--- config.mk ---
export PLATFORM = sky130hd
export DESIGN_NAME = ofmap_wb
export DESIGN_NICKNAME = d
export VERILOG_FILES = /design/src/rtl/ofmap_wb_pkg.sv /design/src/rtl/ofmap_wb_fifo.sv /design/src/rtl/ofmap_wb.sv
export SDC_FILE = /design/constraint.sdc
export NUM_CORES = 1
export LEC_CHECK = 0
export BUFFER_PORTS_ARGS = -buffer_cell sky130_fd_sc_hd__buf_4
export CAP_MARGIN = 25
export CORE_MARGIN = 10
export CORE_UTILIZATION = 45
export DETAILED_ROUTE_END_ITERATION = 6
export PLACE_DENSITY = 0.59
export SYNTH_ARGS = -nofsm -noshare
export SYNTH_HDL_FRONTEND = slang
export SYNTH_HIERARCHICAL = 1
export SYNTH_SLANG_ARGS = --single-unit
--- constraint.sdc ---
create_clock -name ck -period 12.4 [get_ports ck]
set_input_delay 1.86 -clock ck [delete_from_list [all_inputs] [get_ports ck]]
set_output_delay 1.86 -clock ck [all_outputs]
set_load 0.005 [all_outputs]
--- src/rtl/ofmap_wb_pkg.sv ---
// ofmap_wb_pkg
// Shared sizing globals and types for the output write-back stage.
//   N       activation bit width per lane
//   W       lanes per word (data word is N*W bits, lane 0 in the MSBs)
//   CLOG2M  log2 of rows per bank
//   CLOG2W  log2 of lanes per word
//   AW      bank address width
//   wb_entry_t  one queued write: bank, address, data, per-lane byte enable
//   BE_UPPER / BE_LOWER  lane masks of the upper (lanes 0..W/2-1) and lower halves
package ofmap_wb_pkg;

    localparam int N      = 4;
    localparam int W      = 8;
    localparam int CLOG2M = 4;
    localparam int CLOG2W = 3;
    localparam int AW     = CLOG2M + CLOG2W;
    localparam int DW     = N * W;

    typedef struct packed {
        logic          bank;
        logic [AW-1:0] addr;
        logic [DW-1:0] data;
        logic [W-1:0]  be;
    } wb_entry_t;

    // be bit W-1 maps to lane 0, so the "upper" half (lanes 0..W/2-1) is the top bits.
    localparam logic [W-1:0] BE_UPPER = {{(W/2){1'b1}}, {(W/2){1'b0}}};
    localparam logic [W-1:0] BE_LOWER = ~BE_UPPER;

endpackage

--- src/rtl/ofmap_wb_fifo.sv ---
// wb_fifo
// Small synchronous FIFO of wb_entry_t with two push ports and occupancy count.
//   ck, rst_n          clock, asynchronous active-low reset
//   push0/din0         older push of this cycle
//   push1/din1         younger push of this cycle
//   pop                remove head (ignored when empty)
//   head, valid        current head entry (zero when empty) and non-empty flag
//   count, count_next  occupancy now and after this cycle
//   drop               a push was refused for lack of space this cycle
module wb_fifo
    import ofmap_wb_pkg::*;
#(
    parameter int DEPTH = 4
) (
    input  logic                     ck,
    input  logic                     rst_n,
    input  logic                     push0,
    input  wb_entry_t                din0,
    input  logic                     push1,
    input  wb_entry_t                din1,
    input  logic                     pop,
    output wb_entry_t                head,
    output logic                     valid,
    output logic [$clog2(DEPTH):0]   count,
    output logic [$clog2(DEPTH):0]   count_next,
    output logic                     drop
);

    localparam int PW = $clog2(DEPTH);
    localparam int CW = PW + 1;

    wb_entry_t       mem [DEPTH];
    logic [PW-1:0]   rd_ptr_reg;
    logic [PW-1:0]   wr_ptr_reg;
    logic [CW-1:0]   count_reg;
    logic            pop_ok;
    logic            acc0;
    logic            acc1;
    logic [CW:0]     free;

    always_comb begin
        pop_ok = pop & (count_reg != '0);
        // An entry leaving this cycle frees its slot for a same-cycle push,
        // which is what lets push and pop coexist at full.
        free   = (CW+1)'(DEPTH) - {1'b0, count_reg} + (CW+1)'(pop_ok);
        // The older push gets space first; overflow drops the younger beat.
        acc0   = push0 & (free >= (CW+1)'(1));
        acc1   = push1 & (free >= ((CW+1)'(acc0) + (CW+1)'(1)));
        drop   = (push0 & ~acc0) | (push1 & ~acc1);
        count_next = count_reg + CW'(acc0) + CW'(acc1) - CW'(pop_ok);
    end

    always_ff @(posedge ck or negedge rst_n) begin
        if (!rst_n) begin
            rd_ptr_reg <= '0;
            wr_ptr_reg <= '0;
            count_reg  <= '0;
        end else begin
            if (pop_ok)
                rd_ptr_reg <= rd_ptr_reg + PW'(1);
            wr_ptr_reg <= wr_ptr_reg + PW'(acc0) + PW'(acc1);
            count_reg  <= count_next;
        end
    end

    // Storage needs no reset: the count gates every use of it.
    always_ff @(posedge ck) begin
        if (acc0)
            mem[wr_ptr_reg] <= din0;
        if (acc1)
            mem[wr_ptr_reg + PW'(acc0)] <= din1;
    end

    assign valid = (count_reg != '0);
    assign head  = valid ? mem[rd_ptr_reg] : '0;
    assign count = count_reg;

endmodule

--- src/rtl/ofmap_wb.sv ---
// ofmap_wb
// Output write-back stage: merges half-word result beats into full words,
// queues them and issues lane-masked writes to the even/odd result SRAM.
//   ck, rst_n                       clock, asynchronous active-low reset
//   i_wr, i_wrh, i_wrh_l_n          beat valid, half-beat flag, lower-half flag
//   i_ev_odd_n                      bank select (1 = odd)
//   i_even_addr, i_odd_addr, i_data beat address candidates and data
//   i_flush                         push out any pending half word
//   o_stall                         registered: FIFO nearly full, hold the pipe
//   o_idle                          nothing pending, queued or outstanding
//   o_ovf                           sticky: a beat was dropped
//   m_valid/m_ready, m_bank, m_addr, m_data, m_be   SRAM write request port
module ofmap_wb
    import ofmap_wb_pkg::*;
#(
    parameter int DEPTH = 4
) (
    input  logic          ck,
    input  logic          rst_n,
    input  logic          i_wr,
    input  logic          i_wrh,
    input  logic          i_wrh_l_n,
    input  logic          i_ev_odd_n,
    input  logic [AW-1:0] i_even_addr,
    input  logic [AW-1:0] i_odd_addr,
    input  logic [DW-1:0] i_data,
    input  logic          i_flush,
    output logic          o_stall,
    output logic          o_idle,
    output logic          o_ovf,
    output logic          m_valid,
    input  logic          m_ready,
    output logic          m_bank,
    output logic [AW-1:0] m_addr,
    output logic [DW-1:0] m_data,
    output logic [W-1:0]  m_be
);

    localparam int CW = $clog2(DEPTH) + 1;

    wb_entry_t      pend_reg;
    wb_entry_t      pend_next;
    logic           pend_valid_reg;
    logic           pend_valid_next;
    wb_entry_t      beat;
    wb_entry_t      merged;
    logic [DW-1:0]  merged_data;
    logic           same_slot;
    logic           push0;
    logic           push1;
    wb_entry_t      push0_entry;
    wb_entry_t      push1_entry;
    wb_entry_t      head;
    logic           fifo_valid;
    logic           drop;
    logic [CW-1:0]  count;
    logic [CW-1:0]  count_next;
    logic           ovf_reg;
    logic           stall_reg;

    // Lane-wise merge: lanes owned by the pending half come from it, the rest
    // from the incoming opposite half.
    generate
        for (genvar gi = 0; gi < W; gi++) begin : g_merge
            assign merged_data[gi*N +: N] = pend_reg.be[gi] ? pend_reg.data[gi*N +: N]
                                                            : i_data[gi*N +: N];
        end
    endgenerate

    always_comb begin
        beat.bank = i_ev_odd_n;
        beat.addr = i_ev_odd_n ? i_odd_addr : i_even_addr;
        beat.data = i_data;
        beat.be   = i_wrh ? (i_wrh_l_n ? BE_LOWER : BE_UPPER) : '1;

        merged      = beat;
        merged.data = merged_data;
        merged.be   = '1;

        // Halves carry one of two masks, so a differing mask means the opposite half.
        same_slot = (pend_reg.bank == beat.bank) && (pend_reg.addr == beat.addr)
                    && (pend_reg.be != beat.be);
    end

    always_comb begin
        pend_next       = pend_reg;
        pend_valid_next = pend_valid_reg;
        push0           = 1'b0;
        push1           = 1'b0;
        push0_entry     = '0;
        push1_entry     = '0;

        if (i_wr) begin
            if (!i_wrh) begin
                if (pend_valid_reg) begin
                    push0       = 1'b1;
                    push0_entry = pend_reg;
                    push1       = 1'b1;
                    push1_entry = beat;
                end else begin
                    push0       = 1'b1;
                    push0_entry = beat;
                end
                pend_valid_next = 1'b0;
            end else if (!pend_valid_reg) begin
                pend_next       = beat;
                pend_valid_next = 1'b1;
            end else if (same_slot) begin
                push0           = 1'b1;
                push0_entry     = merged;
                pend_valid_next = 1'b0;
            end else begin
                push0           = 1'b1;
                push0_entry     = pend_reg;
                pend_next       = beat;
                pend_valid_next = 1'b1;
            end
        end

        // Flush acts on whatever is pending after the beat, so it can follow
        // a beat push in the same cycle; at most two pushes ever result.
        if (i_flush && pend_valid_next) begin
            if (push0) begin
                push1       = 1'b1;
                push1_entry = pend_next;
            end else begin
                push0       = 1'b1;
                push0_entry = pend_next;
            end
            pend_valid_next = 1'b0;
        end
    end

    wb_fifo #(
        .DEPTH (DEPTH)
    ) u_fifo (
        .ck         (ck),
        .rst_n      (rst_n),
        .push0      (push0),
        .din0       (push0_entry),
        .push1      (push1),
        .din1       (push1_entry),
        .pop        (m_ready),
        .head       (head),
        .valid      (fifo_valid),
        .count      (count),
        .count_next (count_next),
        .drop       (drop)
    );

    always_ff @(posedge ck or negedge rst_n) begin
        if (!rst_n) begin
            pend_reg       <= '0;
            pend_valid_reg <= 1'b0;
            ovf_reg        <= 1'b0;
            stall_reg      <= 1'b0;
        end else begin
            pend_reg       <= pend_next;
            pend_valid_reg <= pend_valid_next;
            ovf_reg        <= ovf_reg | drop;
            // Registered from the next count so it tracks the current occupancy.
            stall_reg      <= (count_next >= CW'(DEPTH - 2));
        end
    end

    assign o_stall = stall_reg;
    assign o_ovf   = ovf_reg;
    assign o_idle  = ~pend_valid_reg & (count == '0);
    assign m_valid = fifo_valid;
    assign m_bank  = head.bank;
    assign m_addr  = head.addr;
    assign m_data  = head.data;
    assign m_be    = head.be;

endmodule
After elaboration in Yosys (flattened, before gate mapping)
Memory sizes are Yosys's and may differ from the RTL's. Index checks and enable logic that the tools add are counted.

Bits in registers: 58. Memory bits (writable): 192. Bits of input ports: 54. Output and inout port bits: 52. Word-level logic and storage cells: 87. Memories kept: 1.

Add/sub/neg operators: 9. Order comparisons: 3. Equal/unequal tests: 3. Mux-type cells: 45. Bitwise operators: 11. Reductions and logical operators: 5.

Memory list: u_fifo.mem (depth 4, bits a word 48, read ports 1, clocked after memory_dff 0, wr ports 2, RTL line ofmap_wb_fifo.sv:32) `wb_entry_t mem [DEPTH];`.

Operators by type and width (count): $mux W48 (17); $mux W4 (8); $mux W1 (17); $mux W8 (2); $ne A8 B8 Y1 (1); $eq A7 B7 Y1 (1); $mux W7 (1); $add A3 B1 Y3 (2); $and A1 B1 Y1 (6); $add A2 B1 Y2 (2); $add A4 B1 Y4 (1); $ge A4 B1 Y1 const B (1); $ge A4 B4 Y1 (1); $sub A3 B3 Y4 const A (1); $ge A3 B2 Y1 const B (1); $logic_and A1 B1 Y1 (3); $logic_not A3 Y1 (1); $not A1 Y1 (3); $reduce_bool A3 Y1 (1); $sub A3 B1 Y3 (1); $add A1 B1 Y2 const B (1); $add A2 B1 Y2 const B (1); $or A1 B1 Y1 (2); $eq A1 B1 Y1 (1).

Logic depth before layout (Yosys ltp)
Gate-level depths: netlist of run 1.

Depth in word-level cells: 18. Mapped depth: 18. Depth with buffers taken out: 18.

Cells and area by module
Netlist of run 1, hierarchy kept.

Modules (own cells, without submodules): wb_fifo (instances 1, cells each 577, area each 10129.7 µm², seq. area each 5940.7 µm²); ofmap_wb (instances 1, cells each 593, area each 4559.4 µm², seq. area each 1276.2 µm²).

Worst setup path after synthesis of run 1
No wires, ideal clock.

Path kind: input to register. Start point: input port m_ready. End point: memory u_fifo/mem[1][0] in the netlist's numbering (enable). Library setup time: 0.463 ns. Arrival time: 5.662 ns. Required time: 11.937 ns. Slack: 6.274 ns. Stages on the path: 14. Buffers on the path: 2. Cell sequence: nand2_1 > ha_1 > inv_1 > ha_1 > or2_1 > and2_1 > o21ai_1 > inv_1 > ha_1 > xnor2_1 > nor3b_2 > buf_2 > buf_2 > o21bai_1.

RTL lines: start, declared (RTL line ofmap_wb.sv:32) `input logic m_ready,`; end, declared (RTL line ofmap_wb_fifo.sv:32).

==> results by group, run 1 <==
Status
  • Outcome: finished clean

CTS
  • Clock Sinks: 250
  • Cts bufs inserted: 29
  • Reg clk slew, reported paths: 0.06 ns
  • TritonCTS clock tree: done
  • Clock Path Buffers: 3
  • Max H-tree Level: 1
  • PostCTS Resize Cnt: 0
  • Clk root buf: clkbuf_16
  • Hold_buf cts: 0
  • Clock Latency Late Sink: around 0.55 ns
  • Setup Buffers After CTS: 0

Power and ir drop
  • Sw Ratio: 0.310
  • Pleak: 6.27 nW
  • Sw Pwr: 982 uW
  • Peak VDD IR: 0.158 mV
  • Gate power share: 0.337
  • Total power: 3.17 mW
  • Flop pwr share: 0.395
  • PD cells: 189 mW/mm^2
  • Internal power: 2.19 mW
  • Clock power frac: 0.268

STA
  • Maximum clock rate: 0.173 GHz
  • Pins Over Slew Limit: 0
  • Final setup fails: 0
  • Slew @ Worst Pin: 1.02 ns
  • Setup TNS: 0 ns
  • Slew headroom: 0.322
  • Final hold viol count: 0
  • RSZ-0062 raised after global routing: false
  • Period utilization: 0.466
  • Crit path time final: 5.78 ns
  • Clk_skew: between 0.01 and 0.015 ns

Cells and area
  • Final Net Count: 1309
  • Final non-filler cell total: 1710
  • Layout cells sized above 1: 0.362
  • Most common cell after layout, fill and taps aside: mux2_2
  • Layout area overhead: 14.5%
  • Commonest non-fill, non-tap cells in the layout: mux2_2 (202), edfxtp_1 (192), nand2_1 (171), buf_4 (120), and2_1 (95)
  • Post-route core utilization: 0.520
  • Max FFs per register: 192

Global route
  • GR Overflow Total: 0
  • Largest net degree at the start of global routing: 59
  • Total GRT Usage: 0.194
  • First-pass GRT wire length: between 60000 and 70000 microns
  • Initial antenna violation count: 1
  • Vias in the first global route: 10300

Floorplanning
  • Die ar.: between 0.04 and 0.05 sq mm
  • DIE WIDTH: 201 microns
  • CORE AREA: 0.0324 sq mm
  • I/O pin total: 106
  • Initial Util: 0.454
  • # rows: 66
  • Height of the die: 201 microns

Logic synthesis
  • Yosys cell types: 60
  • Ys Warns: 6
  • FFs w/ async S/R, synth: 0.232
  • Mapped cell area: 0.0147 sq mm
  • Avg Cell Area, Syn: between 10 and 15 sq um
  • Seq/Total Area, Yosys: 0.491
  • Cells after Synth: 1170
  • Yosys reg bits: 250
  • Syn nets: 1234
  • Number of synthesized flops with an enable pin: 192
  • Dominant synthesized flop cell: edfxtp_1

Critical path
  • Critical Path AT: 6.08 ns
  • Crit-path max FO: 48
  • Max incr delay on CP: a little over 0.7 ns
  • Critical path type: primary input to flip-flop
  • Most used cell, CP: buf_4
  • Setup crit end kind: flip-flop
  • Slowest cell on the critical path: and3_1
  • Startpoint types: primary input
  • Critical-path cell list: buf_4 > nor2b_1 > a41o_1 > and3_1 > o31ai_1 > a21o_1 > inv_2 > nand2_1 > nor3b_4 > buf_4 > mux2_2
  • CP required: 12.70 ns

Flow run
  • Max-cap violations: 0

Detailed routing
  • Routed Antenna Nets: 0
  • Iter 0 DRT Violations: 745
  • Vias per cell: 5.71
  • DR WL/cell: 23.0 microns
  • TritonRoute pass-1 iters: 6
  • DRC: 0
  • Vias: 9768
  • WL final: between 30000 and 40000 microns

Placed design
  • IO buf count: 105
  • Post-DP HPWL: 22700 microns
  • Dpl cells: 1653
  • Final GP Congestion: between 0.7 and 0.8

Min path
  • Worst min path class: flip-flop to flip-flop
## worst max-delay path: cells and delay by family
family	cells	cell delay [ns]
compound gates	3	0.61
simple gates	4	1.45
buf+inv	3	1.67
mux	1	0.42
## cell usage after synthesis (2+ instances only)
library cell / n / share of area
nor4_4: 6 / 0.0087
dfrtp_1: 58 / 0.099
mux2i_2: 2 / 0.0019
a21oi_1: 20 / 0.0068
nand2_1: 171 / 0.044
a22oi_1: 6 / 0.0031
o22ai_1: 2 / 0.00085
xnor2_1: 6 / 0.0036
a221o_1: 9 / 0.0061
a31oi_1: 2 / 0.00085
o2111ai_1: 2 / 0.0012
buf_4: 3 / 0.0015
a21o_1: 13 / 0.0066
fa_1: 2 / 0.0027
o31ai_1: 6 / 0.0031
o21bai_1: 5 / 0.0026
nor3_4: 2 / 0.0022
ha_1: 8 / 0.0068
nor3_1: 3 / 0.0010
clkbuf_1: 34 / 0.0087
edfxtp_1: 192 / 0.39
mux2i_1: 44 / 0.030
inv_1: 17 / 0.0043
or2_2: 3 / 0.0013
mux2_2: 202 / 0.15
buf_1: 4 / 0.0010
mux2_4: 9 / 0.0092
a32o_1: 6 / 0.0041
o21ai_0: 17 / 0.0058
buf_6: 9 / 0.0069
nor4_1: 2 / 0.00085
o21a_1: 3 / 0.0015
nor2b_1: 11 / 0.0047
nand2b_1: 11 / 0.0047
nor2_1: 65 / 0.017
buf_2: 29 / 0.0099
mux4_2: 48 / 0.074
and2_1: 95 / 0.040
a32oi_1: 18 / 0.011
xor2_1: 5 / 0.0030
## power groups by stage
stage / Combinational [mW] / Clock [mW] / Sequential (mW)
after global placement: 1.08 / 0 / 1.27
after floorplan: 0.699 / 0 / 1.19
final: 1.07 / 0.851 / 1.25
after global routing: 1.18 / 0.903 / 1.28
after CTS: 1.09 / 0.872 / 1.26
after detailed placement: 1.09 / 0 / 1.27
## final timing paths
kind | start | endpoint | slack, ns | cells after the start
min in group asynchronous | rst_n | pend_reg[42] | 1.42 | 1
max in group asynchronous | rst_n | u_fifo/rd_ptr_reg[1] | 10.35 | 1
worst max-delay path | i_wrh | u_fifo/mem[1][2] | 6.62 | 11
worst max register to register | u_fifo/count[0] | u_fifo/mem[0][3] | 6.92 | 14
worst min-delay path | o_ovf | o_ovf | 0.47 | 1
worst min register to register | o_ovf | o_ovf | 0.47 | 1
## cells by family after synthesis
kind of cell    Yosys count  share of synthesized area
mux                     305                      0.270
compound gates          117                     0.0598
xor+xnor                 11                    0.00656
buf+inv                  97                     0.0326
simple gates            380                      0.131
fa+ha+maj                10                    0.00954
flops                   250                      0.491
## metrics by stage
| stage | instance area [sq um] | hold slack, ns | setup slack [ns] |
|---|---|---|---|
| after floorplan | 14700 | 0.449 | 6.27 |
| after global placement | 15800 | 0.458 | 5.91 |
| after detailed placement | 15800 | 0.455 | 6.07 |
| after CTS | 16800 | 0.477 | 6.66 |
| after global routing | 16800 | 0.513 | 6.32 |
| final | 16800 | 0.468 | 6.62 |
## layout make-up
| class | count | area (sq um) |
|---|---|---|
| multi-input cells | 823 | 7080 |
| repair buffers | 123 | 951 |
| clock buffers | 36 | 782 |
| well taps | 442 | 553 |
| inverters | 18 | 67.6 |
| clock inverters | 17 | 158 |
| diodes | 1 | 2.50 |
| fillers | 2890 | 15600 |
| flip-flops and latches | 250 | 7230 |
## routing by layer
metal  up-vias  routed length [microns]  part of all wire  track usage
met3        47                     2010             0.051       0.0297
met2       254                    18600              0.47        0.316
met4         0                      759             0.019       0.0468
li1       4483                        -                 -            -
met1      4984                    17900              0.45        0.266
met5         -                        0                 0            0
No activity file was read; power rests on OpenSTA's default activity.
==> run 2, diff against run 1 <==
- ABC_AREA: not set -> 1
- clock period: 12.4 -> 6 ns (I/O delays scaled with it)
==> run 2 against run 1 <==
Effect of this change: the run now ends with design-rule violations left; final cell count rose by 64%; clock power is 120% higher; clock skew rose by 0.0015 ns; worst setup slack worse by 5.4 ns; sequential share of layout area fell by 3.9 points; final area is 9.8% higher; first-iteration DRC count rose by 120%; critical path type unchanged; largest cell class is now multi-input combinational cells; highest routed layer unchanged.
==> results by group, run 2 <==
Status
  • Outcome: finished with violations (was finished clean)
  • Failing checks: design-rule violations

Logic synthesis
  • Top cells by area, synth: edfxtp_1 (34%), nand2_1 (18%), dfrtp_1 (8.7%) (was edfxtp_1 (39%), mux2_2 (15%), dfrtp_1 (9.9%))
  • Number of synthesized flops with an enable pin: 192 (unchanged)
  • Yosys reg bits: 250 (unchanged)
  • Yosys cell types: 37 (was 60)
  • Synth cell count leaders: nand2_1 (806), o21ai_0 (276), nor2_1 (216) (was mux2_2 (202), edfxtp_1 (192), nand2_1 (171))
  • Area leader, netlist: edfxtp_1 (unchanged)
  • Avg Cell Area, Syn: 7.16 sq um (was 12.6 sq um)
  • Syn nets: 2399 (was 1234)
  • Ys Warns: 6 (unchanged)
  • Dominant synthesized flop cell: edfxtp_1 (unchanged)
  • Mapped cell area: 0.0167 sq mm (was 0.0147 sq mm)
  • Most common cell in the synthesized netlist: nand2_1 (was mux2_2)
  • FFs w/ async S/R, synth: 0.232 (unchanged)
  • Synth top area share: 0.345 (was 0.393)
  • Seq/Total Area, Yosys: 0.432 (was 0.491)
  • Cells after Synth: 2335 (was 1170)

Critical path
  • Worst reg2reg setup slack: 1.51 ns (was 6.92 ns)
  • Startpoint types: primary input (unchanged)
  • Critical Path AT: 5.21 ns (was 6.08 ns)
  • Critical path type: primary input to flip-flop (unchanged)
  • Setup crit end kind: flip-flop (unchanged)
  • Max incr delay on CP: 0.47 ns (was 0.72 ns)
  • Crit-path max FO: 55 (was 48)
  • Worst R2R End: o_stall (was u_fifo/mem[0][3])
  • CP required: 6.44 ns (was 12.70 ns)
  • Crit path buf inv count: 5 (was 3)
  • Slowest cell on the critical path: buf_4 (was and3_1)
  • Worst r2r path cells: 21 (was 14)
  • Most used cell, CP: nand2_1 (was buf_4)
  • FF-to-FF Start: u_fifo/count[1] (was u_fifo/count[0])
  • Delay-heaviest family, CP: simple AND/OR/NAND/NOR gates (was buffers and inverters)

Detailed routing
  • TritonRoute pass-1 iters: 7 (was 6)
  • Iter 0 DRT Violations: 1674 (was 745)
  • DR WL/cell: 20.6 microns (was 23.0 microns)
  • WL final: 57700 microns (was 39300 microns)
  • Routed Antenna Nets: 0 (unchanged)
  • Vias per cell: 5.81 (was 5.71)
  • DRC: 3 (was 0)
  • Vias: 16300 (was 9768)

Power and ir drop
  • Flop pwr share: 0.319 (was 0.395)
  • Sw Pwr: 3.42 mW (was 982 uW)
  • Sw Ratio: 0.431 (was 0.310)
  • Gate power share: 0.451 (was 0.337)
  • Internal power: 4.51 mW (was 2.19 mW)
  • PD cells: 430 mW/mm^2 (was 189 mW/mm^2)
  • Peak VDD IR: 0.319 mV (was 0.158 mV)
  • Pleak: 8.19 nW (was 6.27 nW)
  • Clock power frac: 0.231 (was 0.268)

Placed design
  • Final GP Congestion: 0.898 (was 0.770)
  • Post-DP HPWL: 35300 microns (was 22700 microns)
  • IO buf count: 105 (unchanged)
  • Placed Instance Area: 0.0175 sq mm (was 0.0158 sq mm)
  • Dpl cells: 2751 (was 1653)

Cells and area
  • Commonest non-fill, non-tap cells in the layout: nand2_1 (801), o21ai_0 (276), nor2_1 (214), nand4_1 (194), edfxtp_1 (192) (was mux2_2 (202), edfxtp_1 (192), nand2_1 (171), buf_4 (120), and2_1 (95))
  • Layout cells sized above 1: 0.103 (was 0.362)
  • N_diodes: 0 (was 1)
  • Final Net Count: 2378 (was 1309)
  • Max FFs per register: 192 (unchanged)
  • Layout area overhead: 10.5% (was 14.5%)
  • Most common cell after layout, fill and taps aside: nand2_1 (was mux2_2)
  • Final instance area: 0.0185 sq mm (was 0.0168 sq mm)
  • Final non-filler cell total: 2804 (was 1710)

CTS
  • Max H-tree Level: 1 (unchanged)
  • TritonCTS clock tree: done (unchanged)
  • Setup Buffers After CTS: 0 (unchanged)
  • Clock Sinks: 250 (unchanged)
  • Clock Latency Late Sink: 0.56 ns (was 0.55 ns)
  • Clk root buf: clkbuf_16 (unchanged)
  • Clock Path Buffers: 3 (unchanged)
  • Reg clk slew, reported paths: 0.06 ns (about the same)
  • PostCTS Resize Cnt: 0 (unchanged)
  • Cts bufs inserted: 29 (unchanged)
  • Hold_buf cts: 0 (unchanged)

STA
  • Final hold viol count: 0 (unchanged)
  • Maximum clock rate: 0.210 GHz
  • Period utilization: 0.794
  • Slew headroom: 0.273 (was 0.322)
  • Final setup fails: 0 (unchanged)
  • Slew @ Worst Pin: 1.08 ns (was 1.02 ns)
  • Setup TNS: 0 ns (unchanged)
  • RSZ-0062 raised after global routing: false (unchanged)
  • Crit path time final: 4.77 ns
  • Clk_skew: 0.0121 ns (was 0.0106 ns)
  • Pins Over Slew Limit: 0 (unchanged)

Min path
  • Worst min path class: primary input to async pin (was flip-flop to flip-flop)

Global route
  • First-pass GRT wire length: 88300 microns (was 61900 microns)
  • Vias in the first global route: 15100 (was 10300)
  • Initial antenna violation count: 0 (was 1)
  • Largest net degree at the start of global routing: 91 (was 59)
  • Total GRT Usage: 0.250 (was 0.194)
  • GR Overflow Total: 0 (unchanged)

Floorplanning
  • Height of the die: 213 microns (was 201 microns)
  • CORE AREA: 0.0366 sq mm (was 0.0324 sq mm)
  • Initial Util: 0.456 (was 0.454)
  • # rows: 70 (was 66)
  • DIE WIDTH: 213 microns (was 201 microns)
  • Die ar.: 0.0452 sq mm (was 0.0403 sq mm)
  • I/O pin total: 106 (unchanged)

Flow run
  • Max-cap violations: 0 (unchanged)
run 2: cell count changes after synthesis, moves of 33 or more:
| cell | delta |
|---|---|
| a21oi_1 | +34 |
| and2_1 | -95 |
| buf_2 | +33 |
| clkbuf_1 | +53 |
| inv_1 | +121 |
| mux2_2 | -202 |
| mux2i_1 | -44 |
| mux4_2 | -48 |
| nand2_1 | +635 |
| nand3_1 | +108 |
| nand4_1 | +193 |
| nor2_1 | +151 |
| o21ai_0 | +259 |
run 2: how the worst max path moves through the flow:
| stage | to | cells past startpoint | startpoint |
|---|---|---|---|
| 3_5_place_dp | o_stall | 25 | i_wrh |
| 4_1_cts | o_stall | 25 | i_wrh |
| 3_3_place_gp | o_stall | 25 | i_wrh |
| 2_1_floorplan | u_fifo/mem[1][0] | 21 | i_ev_odd_n |
| 6_report | o_stall | 25 | i_wrh |
| 5_1_grt | o_stall | 25 | i_wrh |
run 2: logic make-up (layout without fill, tap and decap cells):
group | after synthesis | after routing | share of synthesized area
AOI/OAI and AO/OA | 368 | 368 | 0.114
xor gates and xnor gates | 4 | 4 | 0.00210
adders and majority gates | 10 | 10 | 0.00839
buffers and inverters | 338 | 339 | 0.0895
DFF | 250 | 250 | 0.432
and+or+nand+nor | 1365 | 1365 | 0.354
run 2: stage by stage:
step                utilization  total power, mW  worst slack [ns]  hold slack [ns]
floorplan                     -             4.72              1.11            0.462
finish                    0.505             7.93              1.23            0.443
detailed placement        0.478             6.12             0.741            0.454
CTS                       0.505             7.96              1.32            0.475
global placement          0.478             6.07             0.834            0.454
global route              0.505             8.40             0.914            0.500
run 2: power groups by stage:
stage	clock network (mW)	logic, mW	registers (mW)
2_1_floorplan	0	2.27	2.46
3_3_place_gp	0	3.52	2.55
3_5_place_dp	0	3.56	2.56
4_1_cts	1.86	3.58	2.52
5_1_grt	1.91	3.92	2.56
6_report	1.83	3.57	2.53
run 2: per-layer routing:
metal	routed length, microns	global-route usage
met5	0	0
met4	938	0.0630
met3	5310	0.0419
met2	26500	0.403
met1	24900	0.343
run 2: cell type report:
type | count | area [sq um]
clock buffer | 37 | 756
multi-input combinational | 1747 | 8040
tap | 468 | 586
sequential | 250 | 7220
fill | 3585 | 18100
inverter | 148 | 559
timing repair buffer | 138 | 1100
clock inverter | 16 | 210
